===== config.mk =====
export PLATFORM = sky130hd
export DESIGN_NAME = thermostat_setpoint_ctrl
export DESIGN_NICKNAME = d
export VERILOG_FILES = /design/src/rtl/thermostat_pkg.sv /design/src/rtl/button_debounce.sv /design/src/rtl/thermostat_setpoint_ctrl.sv
export SDC_FILE = /design/constraint.sdc
export NUM_CORES = 1
export LEC_CHECK = 0
export ABC_AREA = 1
export CAP_MARGIN = 20
export CORE_ASPECT_RATIO = 0.7
export CORE_MARGIN = 10
export CORE_UTILIZATION = 52
export DETAILED_ROUTE_END_ITERATION = 8
export GPL_ROUTABILITY_DRIVEN = 0
export PLACE_DENSITY = 0.76
export SLEW_MARGIN = 20
export SYNTH_ARGS = -nofsm -noshare
export SYNTH_HDL_FRONTEND = slang
export SYNTH_SLANG_ARGS = --single-unit

===== constraint.sdc =====
create_clock -name main_clk -period 2.3 [get_ports main_clk]
set_input_delay 0.46 -clock main_clk [delete_from_list [all_inputs] [get_ports main_clk]]
set_output_delay 0.46 -clock main_clk [all_outputs]
set_load 0.01 [all_outputs]

===== src/rtl/thermostat_pkg.sv =====
// Shared definitions for the thermostat setpoint controller: control FSM
// encoding, default setpoint limits and the comparison width.
package thermostat_pkg;

   typedef enum logic [1:0] {
      ST_WAIT = 2'd0,
      ST_IDLE = 2'd1,
      ST_HEAT = 2'd2,
      ST_COOL = 2'd3
   } ctrl_state_t;

   localparam int SP_RESET_DEF = 22;
   localparam int SP_MIN_DEF   = 10;
   localparam int SP_MAX_DEF   = 35;

   // Two guard bits above the 8-bit temperature so setpoint +/- HYST never wraps.
   localparam int CMP_W = 10;

endpackage


===== src/rtl/button_debounce.sv =====
// Two-flop synchroniser followed by a stability counter; the accepted level
// follows the synchronised input once it has differed for DEBOUNCE_CYCLES cycles.
module button_debounce
   import thermostat_pkg::*;
#(
   parameter int DEBOUNCE_CYCLES = 1_000_000
) (
   input  logic main_clk,
   input  logic rst_n,
   input  logic button,
   output logic level
);

   localparam int CNT_W = $clog2(DEBOUNCE_CYCLES + 1);

   logic             sync_p0;
   logic             sync_p1;
   logic [CNT_W-1:0] cnt;

   always_ff @(posedge main_clk or negedge rst_n) begin
      if (!rst_n) begin
         sync_p0 <= 1'b0;
         sync_p1 <= 1'b0;
         cnt     <= '0;
         level   <= 1'b0;
      end else begin
         sync_p0 <= button;
         sync_p1 <= sync_p0;
         // Any return to the accepted level restarts the stability window.
         if (sync_p1 == level) begin
            cnt <= '0;
         end else if (cnt == CNT_W'(DEBOUNCE_CYCLES - 1)) begin
            level <= sync_p1;
            cnt   <= '0;
         end else begin
            cnt <= cnt + 1'b1;
         end
      end
   end

endmodule


===== src/rtl/thermostat_setpoint_ctrl.sv =====
// Thermostat setpoint controller: debounced up/down buttons with auto-repeat
// drive a saturating setpoint; a hysteresis FSM derives heat/cool demand.
module thermostat_setpoint_ctrl
   import thermostat_pkg::*;
#(
   parameter int DEBOUNCE_CYCLES = 1_000_000,
   parameter int REPEAT_DELAY    = 50_000_000,
   parameter int REPEAT_PERIOD   = 20_000_000,
   parameter int SP_RESET        = SP_RESET_DEF,
   parameter int SP_MIN          = SP_MIN_DEF,
   parameter int SP_MAX          = SP_MAX_DEF,
   parameter int HYST            = 1
) (
   input  logic              main_clk,
   input  logic              rst_n,
   input  logic              buttonUp,
   input  logic              buttonDown,
   input  logic signed [7:0] temp_c,
   input  logic              temp_valid,
   output logic signed [7:0] setpoint,
   output logic              sp_changed,
   output logic              heat_on,
   output logic              cool_on
);

   localparam int HOLD_MAX = (REPEAT_DELAY > REPEAT_PERIOD) ? REPEAT_DELAY : REPEAT_PERIOD;
   localparam int HOLD_W   = $clog2(HOLD_MAX + 1);

   localparam logic signed [CMP_W-1:0] SP_MIN_W = CMP_W'(SP_MIN);
   localparam logic signed [CMP_W-1:0] SP_MAX_W = CMP_W'(SP_MAX);
   localparam logic signed [CMP_W-1:0] HYST_W   = CMP_W'(HYST);

   // Index 0 is the up button, index 1 the down button.
   logic [1:0]             lvl;
   logic [1:0]             lvl_q;
   logic [1:0]             rep_q;
   logic [1:0]             rise;
   logic [1:0]             tick;
   logic [1:0]             step;
   logic [1:0][HOLD_W-1:0] hold_cnt;
   logic                   both;

   logic signed [7:0]       sp_nxt;
   logic signed [CMP_W-1:0] temp_w;
   logic signed [CMP_W-1:0] sp_w;
   ctrl_state_t             state_q;
   ctrl_state_t             state_d;

   function automatic logic signed [7:0] step_sat(input logic signed [7:0] sp,
                                                  input logic up,
                                                  input logic dn);
      logic signed [CMP_W-1:0] nxt;
      nxt = {{(CMP_W-8){sp[7]}}, sp};
      if (up) begin
         nxt = nxt + 10'sd1;
      end else if (dn) begin
         nxt = nxt - 10'sd1;
      end
      if (nxt > SP_MAX_W) begin
         nxt = SP_MAX_W;
      end else if (nxt < SP_MIN_W) begin
         nxt = SP_MIN_W;
      end
      return nxt[7:0];
   endfunction

   button_debounce #(.DEBOUNCE_CYCLES(DEBOUNCE_CYCLES)) u_deb_up (
      .main_clk (main_clk),
      .rst_n    (rst_n),
      .button   (buttonUp),
      .level    (lvl[0])
   );

   button_debounce #(.DEBOUNCE_CYCLES(DEBOUNCE_CYCLES)) u_deb_down (
      .main_clk (main_clk),
      .rst_n    (rst_n),
      .button   (buttonDown),
      .level    (lvl[1])
   );

   assign both = lvl[0] & lvl[1];

   // The hold counter measures REPEAT_DELAY before the first repeat, then REPEAT_PERIOD.
   always_comb begin
      for (int i = 0; i < 2; i++) begin
         rise[i] = lvl[i] & ~lvl_q[i];
         tick[i] = rep_q[i] ? (hold_cnt[i] == HOLD_W'(REPEAT_PERIOD))
                            : (hold_cnt[i] == HOLD_W'(REPEAT_DELAY));
         step[i] = (rise[i] | (lvl[i] & tick[i])) & ~both;
      end
   end

   always_ff @(posedge main_clk or negedge rst_n) begin
      if (!rst_n) begin
         lvl_q    <= '0;
         rep_q    <= '0;
         hold_cnt <= '0;
      end else begin
         for (int i = 0; i < 2; i++) begin
            lvl_q[i] <= lvl[i];
            if (!lvl[i] || both) begin
               hold_cnt[i] <= '0;
               rep_q[i]    <= 1'b0;
            end else if (tick[i]) begin
               hold_cnt[i] <= HOLD_W'(1);
               rep_q[i]    <= 1'b1;
            end else begin
               hold_cnt[i] <= hold_cnt[i] + 1'b1;
            end
         end
      end
   end

   assign sp_nxt = step_sat(setpoint, step[0], step[1]);

   always_ff @(posedge main_clk or negedge rst_n) begin
      if (!rst_n) begin
         setpoint   <= 8'(SP_RESET);
         sp_changed <= 1'b0;
      end else begin
         setpoint   <= sp_nxt;
         sp_changed <= (sp_nxt != setpoint);
      end
   end

   assign temp_w = {{(CMP_W-8){temp_c[7]}}, temp_c};
   assign sp_w   = {{(CMP_W-8){setpoint[7]}}, setpoint};

   always_ff @(posedge main_clk or negedge rst_n) begin
      if (!rst_n) begin
         state_q <= ST_WAIT;
      end else begin
         state_q <= state_d;
      end
   end

   // WAIT evaluates its first sample with the IDLE rules; HEAT and COOL only exit via IDLE.
   always_comb begin
      state_d = state_q;
      if (temp_valid) begin
         case (state_q)
            ST_WAIT, ST_IDLE: begin
               if (temp_w < sp_w - HYST_W) begin
                  state_d = ST_HEAT;
               end else if (temp_w > sp_w + HYST_W) begin
                  state_d = ST_COOL;
               end else begin
                  state_d = ST_IDLE;
               end
            end
            ST_HEAT: if (temp_w >= sp_w) state_d = ST_IDLE;
            ST_COOL: if (temp_w <= sp_w) state_d = ST_IDLE;
            default: state_d = ST_WAIT;
         endcase
      end
   end

   always_comb begin
      heat_on = (state_q == ST_HEAT);
      cool_on = (state_q == ST_COOL);
   end

endmodule

# Word-level counts from Yosys, hierarchy flattened
# Cells that the tools add are included.
dict set report totals {
  reg_bits 113
  output_inout_bits 11
  wordCells 90
}
dict set report op_classes {
  addsub 6
  n_lt_le_gt_ge 6
  n_eq_ne 14
  mux 23
  n_bitwise 14
  n_reduce_logical 11
}
# cell count
set op_table {}
lappend op_table {{$mux W26} 4}
lappend op_table {{$mux W20} 4}
lappend op_table {{$add A26 B1 Y26 const B} 2}
lappend op_table {{$eq A26 B25 Y1 const B} 2}
lappend op_table {{$eq A26 B26 Y1 const B} 2}
lappend op_table {{$add A20 B1 Y20 const B} 2}
lappend op_table {{$eq A20 B20 Y1 const B} 2}
lappend op_table {{$mux W10} 2}
lappend op_table {{$mux W8} 2}
lappend op_table {{$gt A10 B7 Y1 const B} 1}
lappend op_table {{$lt A10 B5 Y1 const B} 1}
lappend op_table {{$add A8 B2 Y9 const B} 1}
lappend op_table {{$gt A8 B9 Y1} 1}
lappend op_table {{$lt A8 B9 Y1} 1}
lappend op_table {{$sub A8 B2 Y9 const B} 1}
lappend op_table {{$ge A8 B8 Y1} 1}
lappend op_table {{$le A8 B8 Y1} 1}
lappend op_table {{$mux W2} 4}
lappend op_table {{$ne A8 B8 Y1} 1}
lappend op_table {{$and A1 B1 Y1} 7}
lappend op_table {{$mux W1} 6}
lappend op_table {{$pmux W2 S3} 1}
lappend op_table {{$not A1 Y1} 5}
lappend op_table {{$eq A2 B2 Y1 const B} 2}
lappend op_table {{other kinds (11)} 18}

# Longest topological paths before layout
# Gate-level depths: netlist of run 1.
dict set report depth {
  depth_word 11
  depth_mapped 23
  mapped_depth_nobuf 22
}

# By module
# A second synthesis of run 1 with hierarchy kept.
dict set report hier_totals {
  hier_cells 1026
  area_unflattened_um2 7803.7
}
# module n_inst cells_each area_each_um2
set modules_own_cells {}
lappend modules_own_cells {thermostat_setpoint_ctrl 1 704 5133.7}
lappend modules_own_cells {button_debounce 2 161 1335.0}

# Worst setup path before layout of run 1
# No wires, ideal clock.
dict set report synth_path {
  path_type {reg-to-reg}
  start {register setpoint[1]}
  end {register state_q[0]}
  setup_time_ns 0.129
  arrival_ns 2.400
  required_ns 2.171
  slack_ns -0.229
  path_stages_with_launch 15
  n_path_buf 0
  period_less_slack_ns 2.529
  cell_sequence {dfstp_2 > inv_1 > ha_1 > xnor2_1 > ha_1 > a21oi_1 > a21boi_0 > o21ai_0 > a21boi_0 > o21ai_0 > a21boi_0 > nor4_1 > a21oi_1 > o21ai_0 > o21ai_0}
}
dict set report synth_via {
  elab_chain_cells 4
}
# item line_no
set synth_rtl {}
lappend synth_rtl {{start: declaration} thermostat_setpoint_ctrl.sv:20} ;# output logic signed [7:0] setpoint,
lappend synth_rtl {{start signal: assignment} thermostat_setpoint_ctrl.sv:118} ;# setpoint <= 8'(SP_RESET);
lappend synth_rtl {{start signal: assignment} thermostat_setpoint_ctrl.sv:121} ;# setpoint <= sp_nxt;
lappend synth_rtl {{$sub A8 B2 Y9} thermostat_setpoint_ctrl.sv:143} ;# if (temp_w < sp_w - HYST_W) begin
lappend synth_rtl {{$lt A8 B9 Y1} thermostat_setpoint_ctrl.sv:143}
lappend synth_rtl {{$mux W2} thermostat_setpoint_ctrl.sv:143}
lappend synth_rtl {{$pmux W2 S3} thermostat_setpoint_ctrl.sv:141} ;# case (state_q)
lappend synth_rtl {{end signal: assignment} thermostat_setpoint_ctrl.sv:133} ;# state_q <= state_d;
lappend synth_rtl {{end: declaration} thermostat_setpoint_ctrl.sv:46} ;# ctrl_state_t state_q;
# Several ways; a longest one is shown, not always the timed one.
# A chain may end at the register's enable or synchronous reset.

# Worst setup path in the final report of run 1
dict set report layout_path {
  start {register hold_cnt[0] in the netlist's numbering}
  end {register sp_changed}
}
dict set report layout_via {
  elab_chain_cells 10
}
# item line_no
set layout_rtl {}
lappend layout_rtl {{start: declaration} thermostat_setpoint_ctrl.sv:40} ;# logic [1:0][HOLD_W-1:0] hold_cnt;
lappend layout_rtl {{start signal: indexed assignment} thermostat_setpoint_ctrl.sv:108} ;# hold_cnt[i] <= hold_cnt[i] + 1'b1;
lappend layout_rtl {{$eq A26 B26 Y1 / $eq A26 B25 Y1 (equally long branches)} {thermostat_setpoint_ctrl.sv:88, thermostat_setpoint_ctrl.sv:87}}
lappend layout_rtl {{$mux W1 *} thermostat_setpoint_ctrl.sv:87} ;# tick[i] = rep_q[i] ? (hold_cnt[i] == HOLD_W'(REPEAT_PERIOD))
lappend layout_rtl {{$and A1 B1 Y1 *} thermostat_setpoint_ctrl.sv:89} ;# step[i] = (rise[i] | (lvl[i] & tick[i])) & ~both;
lappend layout_rtl {{$or A1 B1 Y1 *} thermostat_setpoint_ctrl.sv:89}
lappend layout_rtl {{$and A1 B1 Y1 *} thermostat_setpoint_ctrl.sv:89}
lappend layout_rtl {{$mux W10 *} thermostat_setpoint_ctrl.sv:54} ;# if (up) begin
lappend layout_rtl {{$lt A10 B5 Y1} thermostat_setpoint_ctrl.sv:61} ;# end else if (nxt < SP_MIN_W) begin
lappend layout_rtl {{$mux W8} thermostat_setpoint_ctrl.sv:61}
lappend layout_rtl {{$mux W8 *} thermostat_setpoint_ctrl.sv:59} ;# if (nxt > SP_MAX_W) begin
lappend layout_rtl {{$ne A8 B8 Y1 *} thermostat_setpoint_ctrl.sv:122} ;# sp_changed <= (sp_nxt != setpoint);
lappend layout_rtl {{end signal: assignment} thermostat_setpoint_ctrl.sv:122}
lappend layout_rtl {{end: declaration} thermostat_setpoint_ctrl.sv:21} ;# output logic sp_changed,
# Mark *: on every way between the ends. The rest lies on a longest branch, timed or not.

==> metrics, run 1 <==
status=finished, violations left; failing checks=setup timing; leakage=slightly above 5 nW; Final Cell Area=11000 um^2; Nets=roughly 1300; delay-heaviest family, CP=simple AND/OR/NAND/NOR gates; Synth Cell Area=~7000 um^2; HP Class=flop to flop; Yosys reg bits=between 100 and 150; Worst Path Max Fanout=6; clock slew at reported path FFs=about 0.06 ns; Setup TNS Final=-7.355 ns; ANT cells=0; CTS Buf Count=17; hold path depth=0; Core Area=between 10000 and 15000 um^2; Final Setup Violations=36; dpl hpwl=approximately 13000 um; FMAX=321.7 MHz; crit-path most repeated cell=nand2_4; Crit path largest cell delay=0.41 ns; Slew HR=65.02%; number of flops mapped to enable cells by yosys=0; # IOs=24; maximum vdd drop=approximately 0.57 mV; Area after DPL=between 8000 and 9000 um^2; H-tree lvl count=4; Cells after DPL=about 1300; r2r setup slk=-0.81 ns; RSZ-0062 raised after global routing=yes; clk_skew=about 0.015 ns; critical path type=flop to flop; Skew-Pair Late Insertion Delay=~0.43 ns; Area Growth Syn to Fin=57.18%; Initial Util=between 50 and 60%; async set-reset flop share out of synthesis=100.0%; ANT nets after route=0; largest net degree at the start of global routing=71; total gr overflow=0; crit start category=flop; final hold vios=0; final slew viol count=0; full die area=between 15000 and 20000 um^2; CP arrival=around 3.4 ns; first-pass GRT wire length=~35000 um; drt initial violations=between 1000 and 1500; Critical Path RT=about 2.6 ns; top_reg_cell synth=dfrtp_1; Sequential Area=~2800 um^2; area share of the largest cell type after synthesis=between 30% and 40%; most numerous cell in the Yosys netlist=nand2_1; post-layout worst setup margin=-0.8080 ns; Final min period=around 3.1 ns; Buf/Inv on CP=3; Total GRT Usage=a little under a quarter; CTS tree=yes; multi-input logic area=between 4000 and 5000 um^2; commonest cells in the netlist=nand2_1 (166), nor2_1 (129), inv_1 (128); Power Dens Cells=about 520 nW/um^2; Avg Synthesized Cell Area=7.568 um^2; reg2reg end=sp_changed$_DFF_PN0_; standard-cell rows=35; register area share after synthesis=40.45%; Post-Layout Cell Count=around 1400; Root Driver=clkbuf_16; worst-path cell with the longest stage delay=dfrtp_1; layout cell share with drive strength beyond 1=40.52%; Worst Tran Pin Value=between 0.5 and 0.6 ns; vias in the first global route=approximately 7600; clock sinks=113; worst reg2reg startpoint=hold_cnt[0]$_DFF_PN0_; routed length per instance=approximately 20 um; initial antenna violation count=0; maxcap violations=0; Via density=slightly below 6; Post-route DRC=0; Setup crit end kind=flop; Cell variety after synth=49; drt pass-1 iters=6; Longest Clk Path Bufs=2; Hold Crit Start=u_deb_up.sync_p0$_DFF_PN0_; buffers added on ports=23; largest cells by area after synthesis=dfrtp_1 (39%), nand2_1 (8.9%), nor2_1 (6.9%); cell depth of the worst flop-to-flop path=21; Synth Warn #=0; Die X=about 160 um; synthesized netlist cell count=about 930; Period Utilization, post-route=135.1%; die span in y=117.1 um; Total Wirelength=between 20000 and 30000 um; WHS Endpoint=u_deb_up.sync_p1$_DFF_PN0_; fillcell total=629; cell taking the most area after synthesis=dfrtp_1; Min Hold Slack=0.3455 ns; DR vias=~8500; critical-path cell list=inv_2, ha_4, nand2_4, nor2_4, nand4_1, nor2_1, nand3_2, nand2_4, buf_12, nand2_4, buf_4, nand3_1, nand2_2, nand2_4, nand2_4, nand3_1, nand3_1, nand2_1, nand2_2, nor2_1, nand2_1
[how the worst max path moves through the flow]
| stage | endpoint | start | depth (start not counted) |
|---|---|---|---|
| 2_1_floorplan | state_q[0]$_DFFE_PN0P_ | setpoint[1]$_DFF_PN1_ | 14 |
| 3_3_place_gp | state_q[1]$_DFFE_PN0P_ | temp_c[1] | 14 |
| 3_5_place_dp | state_q[1]$_DFFE_PN0P_ | temp_c[1] | 14 |
| 4_1_cts | state_q[0]$_DFFE_PN0P_ | setpoint[1]$_DFF_PN1_ | 17 |
| 5_1_grt | sp_changed$_DFF_PN0_ | hold_cnt[0]$_DFF_PN0_ | 21 |
| 6_report | sp_changed$_DFF_PN0_ | hold_cnt[0]$_DFF_PN0_ | 21 |
[cell families after synthesis]
group | after synthesis | synth area share [%]
compound gates | 85 | 6.935
xor+xnor | 31 | 3.878
fa+ha+maj | 33 | 5.898
buf+inv | 155 | 8.615
flops | 113 | 40.45
mux | 1 | 0.1608
other cells | 1 | 0.05357
simple gates | 506 | 34.01
[per-stage QoR]
step	utilization, %	total power [mW]	setup WS (ns)
floorplan	-	2.384	-0.1347
global placement	67.12	2.692	-0.3179
detailed placement	67.12	2.713	-0.4284
CTS	76.13	5.548	-0.2657
global route	83.47	5.918	-0.8256
finish	83.47	5.776	-0.8080
[per-layer routing]
layer,vias to the layer above,part of all wire (%),GRT usage (%)
li1,3608,-,-
met1,3978,35,27.78
met2,635,48,41.73
met3,231,9.5,4.819
met4,0,6.8,8.985
met5,-,0,0
[sequential cells by signal, indices dropped and copies added (netlist names)]
name / count
u_deb_up.cnt: 20
u_deb_down.sync_p0: 1
rep_q: 2
lvl_q: 2
u_deb_up.level: 1
hold_cnt: 52
sp_changed: 1
u_deb_up.sync_p0: 1
u_deb_down.level: 1
u_deb_down.cnt: 20
u_deb_down.sync_p1: 1
setpoint: 8
u_deb_up.sync_p1: 1
state_q: 2
[power by group]
group / switching, mW / internal (mW) / total (mW)
Combinational: 0.466 / 0.365 / 0.831
Sequential: 0.0387 / 2.03 / 2.07
Clock: 1.04 / 1.84 / 2.88
[repair_timing]
| action | in CTS | in global routing |
|---|---|---|
| pin swaps | 31 | 85 |
| hold endpoints to repair | 24 | 0 |
| hold buffers | 1 | 0 |
| resized for setup | 61 | 160 |
| cloned | 0 | 1 |
| endpoints found under the setup margin | 24 | 42 |
| buffers inserted | 39 | 44 |
[cells in the final DEF (no fill, tap or decap), drive strengths merged, types with 19 or more instances in the layout]
cell type	count
nand2	182
dfrtp	110
nor3	50
buf	268
clkdlybuf4s50	20
xor2	25
a21oi	47
nand3	85
clkbuf	19
nand4	23
inv	141
nor2	140
ha	33
[worst reg2reg max path: cells and delay by family (launching register included)]
kind                       cells  cell delay [ns]
DFF                            1             0.41
adders and majority gates      1             0.15
and+or+nand+nor               17             2.03
buffers and inverters          3             0.38
[layout make-up]
cell class              instances  share of cell area [%]
multi-input cells             659                   40.36
flip-flops and latches        113                   25.74
repair buffers                289                   21.25
inverters                     142                   4.844
clock buffers                  19                   4.025
well taps                     185                   2.104
clock inverters                12                   1.672
Note: power is estimated with default switching activity, not from simulation.
==> run 2: changes to the inputs <==
Settings changed: CORE_ASPECT_RATIO 0.7 to not set.
==> run 2 against run 1 <==
Net effect:
- the run still ends with setup timing left
- sequential share of layout area is 0.30 points higher
- clock power is 2% lower
- register-to-register slack better by 0.22 ns
- combinational power is 9.4% lower
- critical path depth stayed put
- sequential cell count stayed put
- clock skew is 0.0031 ns higher
- fmax is 7.7% higher
- worst hold slack worse by 0.31 ns
- count of clock-buffer cells in the layout is 4 higher
- global-route usage is 0.95 points lower
==> metrics, run 2 (synthesized netlist as in run 1, its figures left out) <==
RSZ-0062 raised after global routing=yes; clock slew at reported path FFs=0.06 ns; crit-path most repeated cell=nand3_2; hold-fix buffers at CTS=0; Final Setup Violations=40; vias in the first global route=~7500; maxcap violations=0; critical-path cell list=inv_2, buf_12, ha_4, nand3_2, nor2_1, nand2_1, nor2_2, nand3_2, nand2_4, buf_6, nand3_2, nand3_4, inv_2, nor2_4, nand2_2, a21oi_4, nand3_2, nand2_2, nand3_1, nor2_1, nand2_1; leading cell types in the layout, fill and taps excluded=buf_4 (247), nand2_1 (140), inv_1 (112); initial antenna violation count=0; Final Cell Area=approximately 11000 um^2; total gr overflow=0; Period Utilization, post-route=125.5%; Longest Clk Path Bufs=2; commonest non-fill, non-tap cell in the layout=buf_4; standard-cell rows=42; multi-input logic area=4338 um^2; Power Dens Cells=between 500 and 600 nW/um^2; worst-path cell with the longest stage delay=dfrtp_1; CTS Buf Count=17; Initial Util=between 50 and 60%; DR WL met3=2428 um; Top Registers=hold_cnt x52, u_deb_down.cnt x20, u_deb_up.cnt x20; clock sinks=~110; dpl hpwl=approximately 13000 um; drt pass-1 iters=6; Setup crit end kind=flop; Worst Tran Pin Value=between 0.6 and 0.7 ns; Total GRT Usage=22.64%; post-layout worst setup margin=-0.5860 ns; ANT nets after route=0; full die area=approximately 19000 um^2; DR vias=roughly 8500; clk_skew=0.01795 ns; FMAX=approximately 350 MHz; Nets=1268; critical path type=flop to flop; status=finished, violations left; Critical Path RT=approximately 2.6 ns; Crit path largest cell delay=approximately 0.4 ns; maximum vdd drop=about 0.49 mV; Area Growth Syn to Fin=55.39%; post-place setup slack=-0.3678 ns; Post-route DRC=0; Setup TNS Final=-8.962 ns; ANT cells=0; CTS tree=yes; WL met2=roughly 14000 um; r2r setup slk=-0.59 ns; buffers added on ports=23; drt initial violations=about 1200; crit start category=flop; Skew-Pair Late Insertion Delay=0.44 ns; largest reg by FF count=hold_cnt; H-tree lvl count=4; final hold vios=0; failing checks=setup timing; Die X=136.0 um; met1 WL=approximately 9900 um; # IOs=24; leakage=5.168 nW; Total Wirelength=between 20000 and 30000 um; Via density=approximately 6; Core Area=around 13000 um^2; HP Class=input port to asynchronous set/reset pin; Worst Path Max Fanout=5; Final min period=approximately 2.9 ns; die span in y=between 100 and 150 um; largest net degree at the start of global routing=44; Root Driver=clkbuf_16; uppermost layer routed=met4; layout cell share with drive strength beyond 1=about 40%; CP arrival=between 3 and 4 ns; Area after DPL=a little under 9000 um^2; first-pass GRT wire length=between 30000 and 40000 um; final slew viol count=0; routed length per instance=~20 um; Sequential Area=between 2000 and 3000 um^2; fillcell total=between 600 and 700; max reg flops=52; Slew HR=between 50 and 60%
## run 2: final cells by class
type | instances | area share (%)
clock buffer | 23 | 4.394
clock inverter | 9 | 1.219
inverter | 142 | 4.923
multi-input combinational | 659 | 39.88
sequential | 113 | 26.04
tap | 176 | 2.024
timing repair buffer | 289 | 21.52
## run 2: repair_timing
item | in CTS | in global routing
pin swaps | 42 | 70
endpoints found under the setup margin | 23 | 45
gates cloned | 2 | 0
gates resized for setup | 70 | 133
hold endpoints to repair | 0 | 0
buffers inserted | 65 | 37
## run 2: through the flow
step | std cells | util (%) | hold WS [ns] | power [mW]
finish | 1411 | 82.47 | 0.03346 | 5.630
global placement | 1278 | 65.87 | 0.3329 | 2.673
CTS | 1377 | 76.45 | 0.06919 | 5.443
detailed placement | 1278 | 65.87 | 0.3362 | 2.696
global route | 1411 | 82.47 | 0.08444 | 5.762
floorplan | 926 | - | 0.1644 | 2.384
## run 2: worst max-delay path: cells and delay by family, from the launching register on
kind	cells	cell delay [ns]
AOI/OAI and AO/OA	1	0.18
adders and majority gates	1	0.14
buffers and inverters	4	0.42
DFF	1	0.41
and+or+nand+nor	15	1.59
## run 2: per-layer routing
metal / global-route usage (%) / up-vias
met5: 0 / -
li1: - / 3603
met2: 40.50 / 651
met1: 25.90 / 3998
met3: 4.982 / 256
met4: 8.225 / 0
## run 2: worst paths after layout
kind | from | end | depth (start not counted)
min in group main_clk | u_deb_up.sync_p0$_DFF_PN0_ | u_deb_up.sync_p1$_DFF_PN0_ | 0
worst max register to register | hold_cnt[26]$_DFF_PN0_ | sp_changed$_DFF_PN0_ | 21
worst min register to register | u_deb_up.sync_p0$_DFF_PN0_ | u_deb_up.sync_p1$_DFF_PN0_ | 0
max in group asynchronous | rst_n | setpoint[1]$_DFF_PN1_ | 2
worst max-delay path | hold_cnt[26]$_DFF_PN0_ | sp_changed$_DFF_PN0_ | 21
worst min-delay path | rst_n | u_deb_down.cnt[3]$_DFF_PN0_ | 1
## run 2: power breakdown
part	switching, mW	internal [mW]	leakage, nW
clock network	1.02	1.79	0.293
logic	0.423	0.330	3.34
registers	0.0378	2.03	1.53
total	1.48	4.15	5.17
==> run 3: changes to the inputs <==
Settings changed: CORE_MARGIN 10 to 2.
==> run 3 against run 2 <==
Net effect:
- the flow still finishes with violations (setup timing)
- register-to-register slack improved by 0.07 ns
- setup slack improved by 0.068 ns
- worst hold slack improved by 0.32 ns
- critical path depth fell by 4
- sequential share of layout area rose by 0.83 points
- die area fell by 22%
- non-clock buffer count fell by 30
- final cell count fell by 2.0%
- sequential power barely moved
- cell area fell by 3.1%
- clock skew fell by 0.0083 ns
- utilization fell by 2.5 points
- largest power group unchanged
==> metrics, run 3 (synthesized netlist as in run 1, its figures left out) <==
buffers added on ports=23; Skew-Pair Late Insertion Delay=around 0.43 ns; total gr overflow=0; post-place setup slack=-0.3299 ns; critical path type=flop to flop; ANT cells=0; maximum vdd drop=between 0.5 and 0.6 mV; routed length per instance=approximately 16 um; drt initial violations=793; worst-path cell with the longest stage delay=dfstp_2; Seq pwr share=38.8%; Total GRT Usage=between 20% and 30%; final hold vios=0; Area Growth Syn to Fin=50.63%; DR vias=~7700; standard-cell rows=42; CP arrival=approximately 3.1 ns; drt pass-1 iters=7; die span in y=120.0 um; full die area=approximately 14000 um^2; layout cell share with drive strength beyond 1=between 30% and 40%; Longest Clk Path Bufs=2; Period Utilization, post-route=122.5%; leading cell types in the layout, fill and taps excluded=buf_4 (223), nand2_1 (140), inv_1 (119); Core Area=13190 um^2; Final min period=about 2.8 ns; Nets=approximately 1200; # IOs=24; Worst Tran Pin Value=0.6656 ns; vias in the first global route=between 7000 and 8000; Post-Layout Cell Count=roughly 1400; Post-route DRC=0; Critical Path RT=2.61 ns; Top Registers=hold_cnt x52, u_deb_down.cnt x20, u_deb_up.cnt x20; crit start category=flop; Gate power share=between 10% and 20%; initial antenna violation count=0; Crit path largest cell delay=slightly above 0.6 ns; Slew HR=between 50% and 60%; clk_skew=around 0.0096 ns; failing checks=setup timing; r2r setup slk=-0.52 ns; clock share of power=a little under half; Total Wirelength=approximately 23000 um; post-layout worst setup margin=-0.5179 ns; critical-path cell list=buf_4, nor2_2, nand2_1, nand2_1, nand2_2, inv_1, ha_1, a21boi_2, o21ai_1, a21boi_1, o21ai_1, a21boi_1, nor4_1, a21oi_1, nand2_1, nand3_1, o21ai_1; Worst Path Max Fanout=5; delay-heaviest family, CP=compound AO/OA/AOI/OAI gates; largest reg by FF count=hold_cnt; P_sw=~1.4 mW; status=finished, violations left; largest net degree at the start of global routing=44; clock slew at reported path FFs=0.06 ns; Final Setup Violations=30; H-tree lvl count=4; Cells after DPL=between 1000 and 1500; RSZ-0062 raised after global routing=yes; Initial Util=53.07%; leakage=about 5.0 nW; first-pass GRT wire length=32120 um; max reg flops=52; Root Driver=clkbuf_16; Power Internal=3.891 mW; dpl hpwl=between 10000 and 15000 um; Via density=approximately 5.6; Die X=roughly 120 um; Post-Route Utilization=between 70% and 80%; HP Class=flop to flop; commonest non-fill, non-tap cell in the layout=buf_4; Setup crit end kind=flop; CTS tree=yes; maxcap violations=0; CTS Buf Count=17; clock sinks=roughly 110; Sw Share=26.93%; Power Dens Cells=slightly above 500 nW/um^2; Min Hold Slack=between 0.3 and 0.4 ns; Buf/Inv on CP=2; final slew viol count=0; FMAX=354.9 MHz; ANT nets after route=0
[run 3: worst register-to-register path, stage by stage, from the launching register on]
cell and delay, ns:
dfstp_2 0.61, buf_4 0.16, nor2_2 0.06, nand2_1 0.07
nand2_1 0.11, nand2_2 0.11, inv_1 0.08, ha_1 0.29
a21boi_2 0.17, o21ai_1 0.10, a21boi_1 0.20, o21ai_1 0.09
a21boi_1 0.19, nor4_1 0.07, a21oi_1 0.18, nand2_1 0.07
nand3_1 0.07, o21ai_1 0.06
[run 3: power by group through the flow]
stage | Clock (mW) | Combinational, mW | Sequential, mW
CTS | 2.54 | 0.627 | 2.06
detailed placement | 0 | 0.594 | 2.09
global route | 2.66 | 0.775 | 2.07
global placement | 0 | 0.581 | 2.09
floorplan | 0 | 0.291 | 2.09
finish | 2.55 | 0.707 | 2.07
[run 3: path summary, 6_finish.rpt]
| kind | from | to | cells after the start |
|---|---|---|---|
| min in group asynchronous | rst_n | hold_cnt[48]$_DFF_PN0_ | 2 |
| max | setpoint[2]$_DFF_PN1_ | state_q[1]$_DFFE_PN0P_ | 17 |
| max reg2reg | setpoint[2]$_DFF_PN1_ | state_q[1]$_DFFE_PN0P_ | 17 |
| min | u_deb_up.sync_p0$_DFF_PN0_ | u_deb_up.sync_p1$_DFF_PN0_ | 0 |
| min reg2reg | u_deb_up.sync_p0$_DFF_PN0_ | u_deb_up.sync_p1$_DFF_PN0_ | 0 |
| max in group asynchronous | rst_n | setpoint[1]$_DFF_PN1_ | 3 |
[run 3: cell type report]
type	count	area [um^2]
Fill cell	735	2645
Clock buffer	20	456.7
Tap cell	176	220.2
Sequential cell	113	2834
Multi-Input combinational cell	661	4322
Timing Repair Buffer	259	2071
Clock inverter	12	108.9
Inverter	142	533.0
[run 3: routing by layer]
| metal | routed length (um) | track usage [%] | part of all wire, % |
|---|---|---|---|
| met5 | 0 | 0 | 0 |
| met4 | 858 | 9.779 | 3.8 |
| met3 | 1290 | 6.844 | 5.7 |
| met2 | 11750 | 46.63 | 52 |
| met1 | 8788 | 34.57 | 39 |
[run 3: timing repair]
action                     in CTS  in global routing
cloned                          0                  3
pin swaps                      33                 91
setup buffers                  39                 33
gates resized for setup        49                133
setup endpoints to repair      28                 44
hold endpoints to repair       29                  0
hold buffers                    1                  0
[run 3: stage by stage]
stage | TNS [ns] | instance area [um^2] | power, mW
floorplan | -0.2394 | 7029 | 2.384
global placement | -1.520 | 8713 | 2.673
detailed placement | -2.419 | 8713 | 2.688
CTS | -1.006 | 9792 | 5.234
global route | -10.62 | 10550 | 5.501
finish | -5.819 | 10550 | 5.325
